`src/rtl/scariv_clint_if.sv`:
```
// Interrupt levels from the core-local interruptor to the hart's
// CSR/interrupt logic.
interface scariv_clint_if;
  logic ipi_valid;
  logic time_irq_valid;

  modport master (
    output ipi_valid,
    output time_irq_valid
  );

  modport slave (
    input ipi_valid,
    input time_irq_valid
  );
endinterface

```
`src/rtl/scariv_clint.sv`:
```
// scariv_clint: core-local interruptor for one hart.
// Holds msip / mtimecmp / mtime behind a one-outstanding request/response
// register port. It also produces registered software- and timer-interrupt
// levels.
module scariv_clint #(
  parameter int unsigned  TICK_DIV  = 1,
  parameter logic [63:0]  BASE_ADDR = 64'h0000_0000_0200_0000
) (
  input  logic        i_clk,
  input  logic        i_reset,

  input  logic        i_req_valid,
  output logic        o_req_ready,
  input  logic        i_req_cmd,
  input  logic [63:0] i_req_addr,
  input  logic [63:0] i_req_data,
  input  logic [7:0]  i_req_byte_en,

  output logic        o_resp_valid,
  output logic [63:0] o_resp_data,
  output logic        o_resp_error,
  input  logic        i_resp_ready,

  scariv_clint_if.master clint_if
);

  localparam logic [15:0] OFF_MSIP     = 16'h0000;
  localparam logic [15:0] OFF_MTIMECMP = 16'h4000;
  localparam logic [15:0] OFF_MTIME    = 16'hBFF8;
  localparam logic [7:0]  TICK_MAX     = 8'(TICK_DIV - 32'd1);

  typedef enum logic [0:0] {
    ST_IDLE = 1'b0,
    ST_RESP = 1'b1
  } state_e;

  // Byte-enable merge: byte k of the result comes from wdata when be[k].
  function automatic logic [63:0] merge_bytes(
    input logic [63:0] old_val,
    input logic [63:0] wdata,
    input logic [7:0]  be
  );
    logic [63:0] res;
    res = old_val;
    for (int k = 0; k < 8; k++) begin
      if (be[k]) begin
        res[k*8 +: 8] = wdata[k*8 +: 8];
      end else begin
        res[k*8 +: 8] = old_val[k*8 +: 8];
      end
    end
    return res;
  endfunction

  state_e      state_r;
  state_e      state_next_s;
  logic        req_ready_s;
  logic        accept_s;

  logic        msip_r;
  logic [63:0] mtimecmp_r;
  logic [63:0] mtime_r;
  logic [7:0]  tick_cnt_r;
  logic        tick_s;

  logic        ipi_r;
  logic        time_irq_r;

  logic [63:0] resp_data_r;
  logic        resp_error_r;

  logic [15:0] offset_s;
  logic        aligned_s;
  logic        sel_msip_s;
  logic        sel_mtimecmp_s;
  logic        sel_mtime_s;
  logic        addr_error_s;
  logic [63:0] rd_data_s;
  logic        wr_msip_s;
  logic        wr_mtimecmp_s;
  logic        wr_mtime_s;

  // Only the low 16 address bits are decoded; the region base is not checked.
  logic        unused_s;
  assign unused_s = ^{i_req_addr[63:16], BASE_ADDR};

  // Address decode, read mux and write strobes for the accepted request.
  always_comb begin
    offset_s       = i_req_addr[15:0];
    aligned_s      = (i_req_addr[2:0] == 3'b000);
    sel_msip_s     = aligned_s && (offset_s == OFF_MSIP);
    sel_mtimecmp_s = aligned_s && (offset_s == OFF_MTIMECMP);
    sel_mtime_s    = aligned_s && (offset_s == OFF_MTIME);
    addr_error_s   = !(sel_msip_s || sel_mtimecmp_s || sel_mtime_s);
    rd_data_s      = 64'h0;
    if (sel_msip_s) begin
      rd_data_s = {63'h0, msip_r};
    end else if (sel_mtimecmp_s) begin
      rd_data_s = mtimecmp_r;
    end else if (sel_mtime_s) begin
      rd_data_s = mtime_r;
    end else begin
      rd_data_s = 64'h0;
    end
    wr_msip_s     = accept_s && i_req_cmd && sel_msip_s;
    wr_mtimecmp_s = accept_s && i_req_cmd && sel_mtimecmp_s;
    wr_mtime_s    = accept_s && i_req_cmd && sel_mtime_s;
  end

  // Request/response FSM: next state and request-ready.
  always_comb begin
    state_next_s = state_r;
    req_ready_s  = 1'b0;
    case (state_r)
      ST_IDLE: begin
        req_ready_s = 1'b1;
        if (i_req_valid) begin
          state_next_s = ST_RESP;
        end else begin
          state_next_s = ST_IDLE;
        end
      end
      ST_RESP: begin
        req_ready_s = i_resp_ready;
        if (i_resp_ready && i_req_valid) begin
          state_next_s = ST_RESP;
        end else if (i_resp_ready) begin
          state_next_s = ST_IDLE;
        end else begin
          state_next_s = ST_RESP;
        end
      end
      default: begin
        state_next_s = ST_IDLE;
        req_ready_s  = 1'b0;
      end
    endcase
  end

  assign accept_s    = i_req_valid && req_ready_s;
  assign o_req_ready = req_ready_s;
  assign tick_s      = (tick_cnt_r == TICK_MAX);

  // FSM state register.
  always_ff @(posedge i_clk or posedge i_reset) begin
    if (i_reset) begin
      state_r <= ST_IDLE;
    end else begin
      state_r <= state_next_s;
    end
  end

  // Response payload: latched on acceptance, cleared once consumed.
  always_ff @(posedge i_clk or posedge i_reset) begin
    if (i_reset) begin
      resp_data_r  <= 64'h0;
      resp_error_r <= 1'b0;
    end else if (accept_s) begin
      resp_data_r  <= i_req_cmd ? 64'h0 : rd_data_s;
      resp_error_r <= addr_error_s;
    end else if ((state_r == ST_RESP) && i_resp_ready) begin
      resp_data_r  <= 64'h0;
      resp_error_r <= 1'b0;
    end else begin
      resp_data_r  <= resp_data_r;
      resp_error_r <= resp_error_r;
    end
  end

  // Software-interrupt pending bit; only bit 0 of byte 0 is writable.
  always_ff @(posedge i_clk or posedge i_reset) begin
    if (i_reset) begin
      msip_r <= 1'b0;
    end else if (wr_msip_s && i_req_byte_en[0]) begin
      msip_r <= i_req_data[0];
    end else begin
      msip_r <= msip_r;
    end
  end

  // Timer compare register with byte-enable merge.
  always_ff @(posedge i_clk or posedge i_reset) begin
    if (i_reset) begin
      mtimecmp_r <= 64'hFFFF_FFFF_FFFF_FFFF;
    end else if (wr_mtimecmp_s) begin
      mtimecmp_r <= merge_bytes(mtimecmp_r, i_req_data, i_req_byte_en);
    end else begin
      mtimecmp_r <= mtimecmp_r;
    end
  end

  // Prescaler; a write to mtime restarts the tick period.
  always_ff @(posedge i_clk or posedge i_reset) begin
    if (i_reset) begin
      tick_cnt_r <= 8'h00;
    end else if (wr_mtime_s || tick_s) begin
      tick_cnt_r <= 8'h00;
    end else begin
      tick_cnt_r <= tick_cnt_r + 8'h01;
    end
  end

  // Free-running time; a write wins over a coincident tick.
  always_ff @(posedge i_clk or posedge i_reset) begin
    if (i_reset) begin
      mtime_r <= 64'h0;
    end else if (wr_mtime_s) begin
      mtime_r <= merge_bytes(mtime_r, i_req_data, i_req_byte_en);
    end else if (tick_s) begin
      mtime_r <= mtime_r + 64'h1;
    end else begin
      mtime_r <= mtime_r;
    end
  end

  // Registered interrupt levels, derived from the committed register values.
  always_ff @(posedge i_clk or posedge i_reset) begin
    if (i_reset) begin
      ipi_r      <= 1'b0;
      time_irq_r <= 1'b0;
    end else begin
      ipi_r      <= msip_r;
      time_irq_r <= (mtime_r >= mtimecmp_r);
    end
  end

  assign o_resp_valid            = (state_r == ST_RESP);
  assign o_resp_data             = resp_data_r;
  assign o_resp_error            = resp_error_r;
  assign clint_if.ipi_valid      = ipi_r;
  assign clint_if.time_irq_valid = time_irq_r;

endmodule

```
`src/flat_wrapper.sv`:
```
// flat-port wrapper written by rule: the top's interface ports become plain ports
module scariv_clint_flat 
#(
  parameter int unsigned  TICK_DIV  = 1,
  parameter logic [63:0]  BASE_ADDR = 64'h0000_0000_0200_0000
)
  (i_clk, i_reset, i_req_valid, o_req_ready, i_req_cmd, i_req_addr, i_req_data, i_req_byte_en, o_resp_valid, o_resp_data, o_resp_error, i_resp_ready, clint_if_ipi_valid, clint_if_time_irq_valid);
  scariv_clint_if clint_if_i ();
  input  logic i_clk;
  input  logic i_reset;
  input  logic i_req_valid;
  output logic o_req_ready;
  input  logic i_req_cmd;
  input  logic [63:0] i_req_addr;
  input  logic [63:0] i_req_data;
  input  logic [7:0] i_req_byte_en;
  output logic o_resp_valid;
  output logic [63:0] o_resp_data;
  output logic o_resp_error;
  input  logic i_resp_ready;
  output wire logic [$bits(clint_if_i.ipi_valid)-1:0] clint_if_ipi_valid;
  output wire logic [$bits(clint_if_i.time_irq_valid)-1:0] clint_if_time_irq_valid;
  assign clint_if_ipi_valid = clint_if_i.ipi_valid;
  assign clint_if_time_irq_valid = clint_if_i.time_irq_valid;
  scariv_clint #(.TICK_DIV(TICK_DIV), .BASE_ADDR(BASE_ADDR)) u_core (.i_clk(i_clk), .i_reset(i_reset), .i_req_valid(i_req_valid), .o_req_ready(o_req_ready), .i_req_cmd(i_req_cmd), .i_req_addr(i_req_addr), .i_req_data(i_req_data), .i_req_byte_en(i_req_byte_en), .o_resp_valid(o_resp_valid), .o_resp_data(o_resp_data), .o_resp_error(o_resp_error), .i_resp_ready(i_resp_ready), .clint_if(clint_if_i));
endmodule
```
`config.mk`:
```
export PLATFORM = sky130hd
export DESIGN_NAME = scariv_clint_flat
export DESIGN_NICKNAME = d
export VERILOG_FILES = /design/src/rtl/scariv_clint_if.sv /design/src/rtl/scariv_clint.sv /design/src/flat_wrapper.sv
export SDC_FILE = /design/constraint.sdc
export NUM_CORES = 1
export LEC_CHECK = 0
export ABC_AREA = 1
export CAP_MARGIN = 5
export CORE_MARGIN = 2
export CORE_UTILIZATION = 34
export DETAILED_ROUTE_END_ITERATION = 8
export PLACE_DENSITY_LB_ADDON = 0.12
export REMOVE_ABC_BUFFERS = 1
export SYNTH_ARGS = -nofsm -noshare
export SYNTH_HDL_FRONTEND = slang
export SYNTH_SLANG_ARGS = --single-unit
export TNS_END_PERCENT = 5
```
`constraint.sdc`:
```
create_clock -name i_clk -period 11.8 [get_ports i_clk]
set_clock_uncertainty 0.1 [all_clocks]
set_input_delay 2.36 -clock i_clk [delete_from_list [all_inputs] [get_ports i_clk]]
set_output_delay 2.36 -clock i_clk [all_outputs]
set_load 0.05 [all_outputs]
```
==> metrics.csv <==
metric,value,unit
run_status,completed,
drv_cap,0,
synthDistinctLibCells,36,
antenna_found_initial,1,
achievable-frequency,160.8,MHz
insertedDiodeCount,0,
floorplan.die_area,40550,um2
lkg_pwr,7.882,nW
hold_path.class,register to register,
grt_use_total,0.2219,
die_h,201.4,um
tightestPinTransition,1.092,ns
yosys_warnings,0,
cts_resized,0,
syn_area_per_cell,6.802,um2
critical_path.cell_chain,"clkdlybuf4s50_1, inv_1, nand2_2, clkdlybuf4s50_1",
crit_buf_inv,3,
synth_seq_cells,205,
fin_crit,6.220,ns
crit_slowest_cell,sky130_fd_sc_hd__clkdlybuf4s50_1,
clockBufferDepth,3,
detailroute.via_count,12970,
cp-end-kind,primary output,
route.detailed.wl_per_inst,17.29,um
cts_setup_buffers,0,
synth_edf_count,0,
crit_path_max_fanout,3,
vdd.ir_drop.worst,96.53,uV
drc,0,
pin_count_of_the_biggest_net_entering_global_routing,137,
design.final.nets,2283,
global_route_wire_length_before_repair,71.77,mm
critical_path_required,9.34,ns
postSynth.topFlopCell,sky130_fd_sc_hd__dfrtp_1,
cts.htree.levels,1,
placementRows,72,
syn_inst_count,1947,
globalplace.congestion,0.9199,
cts_hold_buf,0,
netlist_top_cells_area,"sky130_fd_sc_hd__dfrtp_1 (27%), sky130_fd_sc_hd__nand2_1 (19%), sky130_fd_sc_hd__dfstp_2 (13%)",
synth.top_cell.area_share,0.2664,
critPathTopFamily,buffers and inverters,
worst-endpoint-arrival,3.76,ns
insertion_delay,0.56,ns
wl,45.19,mm
placement.io_buffers,161,
pin_count,210,
grt_remaining_overflow,0,
ant_nets_after_route,0,
yosysSeqAreaShare,0.3934,
core,38560,um2
setup_tns,0,ns
p_per_area,104.5,nW/um2
slew_viol_final,0,
clockRootBuffer,sky130_fd_sc_hd__clkbuf_16,
area_delta_synth_final,22.26,%
timing.critical_path.from_type,input pin,
post_route_cells_drive_above_1_share,0.06730,
report.final.hold_viol_count,0,
clk_pin_slew,0.06,ns
drt_first_iter_violations,987,
grt_util_met2,0.3777,
crit_top_cell,sky130_fd_sc_hd__clkdlybuf4s50_1,
netlist.top_cell.by_area,sky130_fd_sc_hd__dfrtp_1,
layout.filler_cells,4187,
die_x,201.4,um
via_per_inst,4.964,
timing.max_slew.rel_slack,0.2692,
synth.cell_area,13240,um2
tritoncts,done,
timing.critical_path.slowest_cell_delay,0.80,ns
number_of_iterations_in_the_first_detailed_routing_pass,7,
cts_buffers,26,
fin_crit_sh,0.5272,
initial_core_util,0.3435,
timing.setup.critical_path_class,input pin to primary output,
synthArstFlopShare,1.000,
grt.busiest_layer,met2,
global_route_track_usage_on_met3,0.02608,
grt_pass1_vias,12890,
post-dp-hpwl,33.16,mm
setup_viol,0,
power,1.692,mW
numClockSinks,205,
rsz0062_at_grt,false,
grt_util_met1,0.2960,
==> cell usage in the layout (no fill, tap or decap), types with 4 or more instances in the layout <==
master	Yosys	layout
sky130_fd_sc_hd__nand2_2	8	9
sky130_fd_sc_hd__nor3b_1	4	4
sky130_fd_sc_hd__inv_2	2	5
sky130_fd_sc_hd__nand3_1	219	217
sky130_fd_sc_hd__o21ai_0	73	73
sky130_fd_sc_hd__and2_1	6	6
sky130_fd_sc_hd__clkbuf_8	0	7
sky130_fd_sc_hd__ha_1	67	67
sky130_fd_sc_hd__o21ai_1	31	31
sky130_fd_sc_hd__nand4_1	28	28
sky130_fd_sc_hd__clkdlybuf4s50_1	0	161
sky130_fd_sc_hd__dfrtp_1	141	141
sky130_fd_sc_hd__o22ai_1	53	53
sky130_fd_sc_hd__o21ai_2	4	4
sky130_fd_sc_hd__nand2_1	665	664
sky130_fd_sc_hd__dfstp_2	64	64
sky130_fd_sc_hd__nor3_1	11	11
sky130_fd_sc_hd__a21oi_1	33	33
sky130_fd_sc_hd__buf_4	6	10
sky130_fd_sc_hd__clkbuf_1	49	7
sky130_fd_sc_hd__xor2_1	7	7
sky130_fd_sc_hd__inv_1	212	208
sky130_fd_sc_hd__nor2_1	227	227
sky130_fd_sc_hd__xnor2_1	4	4
sky130_fd_sc_hd__clkbuf_16	0	26
==> through the flow <==
| step | std cells | hold WS, ns | worst slack [ns] | utilization | cell area [um2] |
|---|---|---|---|---|---|
| finish | 2613 | 0.3013 | 5.580 | 0.4199 | 16190 |
| global route | 2613 | 0.3209 | 5.536 | 0.4199 | 16190 |
| CTS | 2613 | 0.3019 | 5.572 | 0.4199 | 16190 |
| detailed placement | 2565 | 0.2891 | 5.580 | 0.3965 | 15290 |
| global placement | 2565 | 0.2844 | 5.580 | 0.3965 | 15290 |
| floorplan | 1876 | 0.2695 | 3.850 | - | 12930 |
==> final timing paths <==
| check | start | to | slack, ns | cells after the start |
|---|---|---|---|---|
| setup / recovery | i_resp_ready | o_req_ready | 5.58 | 4 |
| max in group asynchronous | i_reset | u_core.o_resp_data[29] | 7.72 | 3 |
| setup reg to reg | u_core.o_resp_valid | u_core.mtime_r[11] | 8.84 | 10 |
| hold / removal | u_core.msip_r | u_core.clint_if.ipi_valid | 0.30 | 0 |
| hold reg to reg | u_core.msip_r | u_core.clint_if.ipi_valid | 0.30 | 0 |
| min in group asynchronous | i_reset | u_core.tick_cnt_r[2] | 2.30 | 2 |
==> state kept, by name, summed over array words and instances, names as in the netlist <==
register and cells:
u_core.o_resp_valid 1, u_core.o_resp_data 64, u_core.mtimecmp_r 64, u_core.tick_cnt_r 8, u_core.o_resp_error 1, u_core.mtime_r 64
u_core.msip_r 1, u_core.clint_if.time_irq_valid 1, u_core.clint_if.ipi_valid 1
==> final cells by class <==
| type | count | area (um2) | area share |
|---|---|---|---|
| Multi-Input combinational cell | 1457 | 6933 | 0.4282 |
| Clock inverter | 8 | 130.1 | 0.008036 |
| Timing Repair Buffer | 171 | 1687 | 0.1042 |
| Inverter | 214 | 810.8 | 0.05007 |
| Tap cell | 518 | 648.1 | 0.04003 |
| Clock buffer | 40 | 773.2 | 0.04776 |
| Sequential cell | 205 | 5210 | 0.3218 |
==> logic make-up after synthesis <==
family	count (synthesis)	synth area share
adders and majority gates	67	0.06330
buffers and inverters	285	0.08408
and+or+nand+nor	1174	0.3658
DFF	205	0.3934
muxes	1	0.0008502
xor gates and xnor gates	11	0.007274
AOI/OAI and AO/OA	204	0.08531
==> Yosys cell counts, types with 3 or more instances <==
cell and number:
sky130_fd_sc_hd__a21boi_0 3, sky130_fd_sc_hd__a21oi_1 33, sky130_fd_sc_hd__and2_1 6, sky130_fd_sc_hd__buf_1 4, sky130_fd_sc_hd__buf_2 11, sky130_fd_sc_hd__buf_4 6
sky130_fd_sc_hd__clkbuf_1 49, sky130_fd_sc_hd__dfrtp_1 141, sky130_fd_sc_hd__dfstp_2 64, sky130_fd_sc_hd__ha_1 67, sky130_fd_sc_hd__inv_1 212, sky130_fd_sc_hd__nand2_1 665
sky130_fd_sc_hd__nand2_2 8, sky130_fd_sc_hd__nand3_1 219, sky130_fd_sc_hd__nand4_1 28, sky130_fd_sc_hd__nor2_1 227, sky130_fd_sc_hd__nor3_1 11, sky130_fd_sc_hd__nor3b_1 4
sky130_fd_sc_hd__o211ai_1 3, sky130_fd_sc_hd__o21ai_0 73, sky130_fd_sc_hd__o21ai_1 31, sky130_fd_sc_hd__o21ai_2 4, sky130_fd_sc_hd__o22ai_1 53, sky130_fd_sc_hd__xnor2_1 4
sky130_fd_sc_hd__xor2_1 7
==> routing by layer <==
layer	part of all wire	wire length (um)
met1	0.46	20590
met2	0.47	21400
met3	0.043	1965
met4	0.027	1240
met5	0	0
==> report_power, final <==
part	total [mW]	internal, mW	leakage, nW	switching (mW)
Combinational	0.130	0.0495	5.07	0.0810
Clock	0.842	0.516	0.444	0.327
Sequential	0.720	0.711	2.37	0.00913
Total	1.69	1.28	7.88	0.417
No activity file was read; power rests on OpenSTA's default activity.
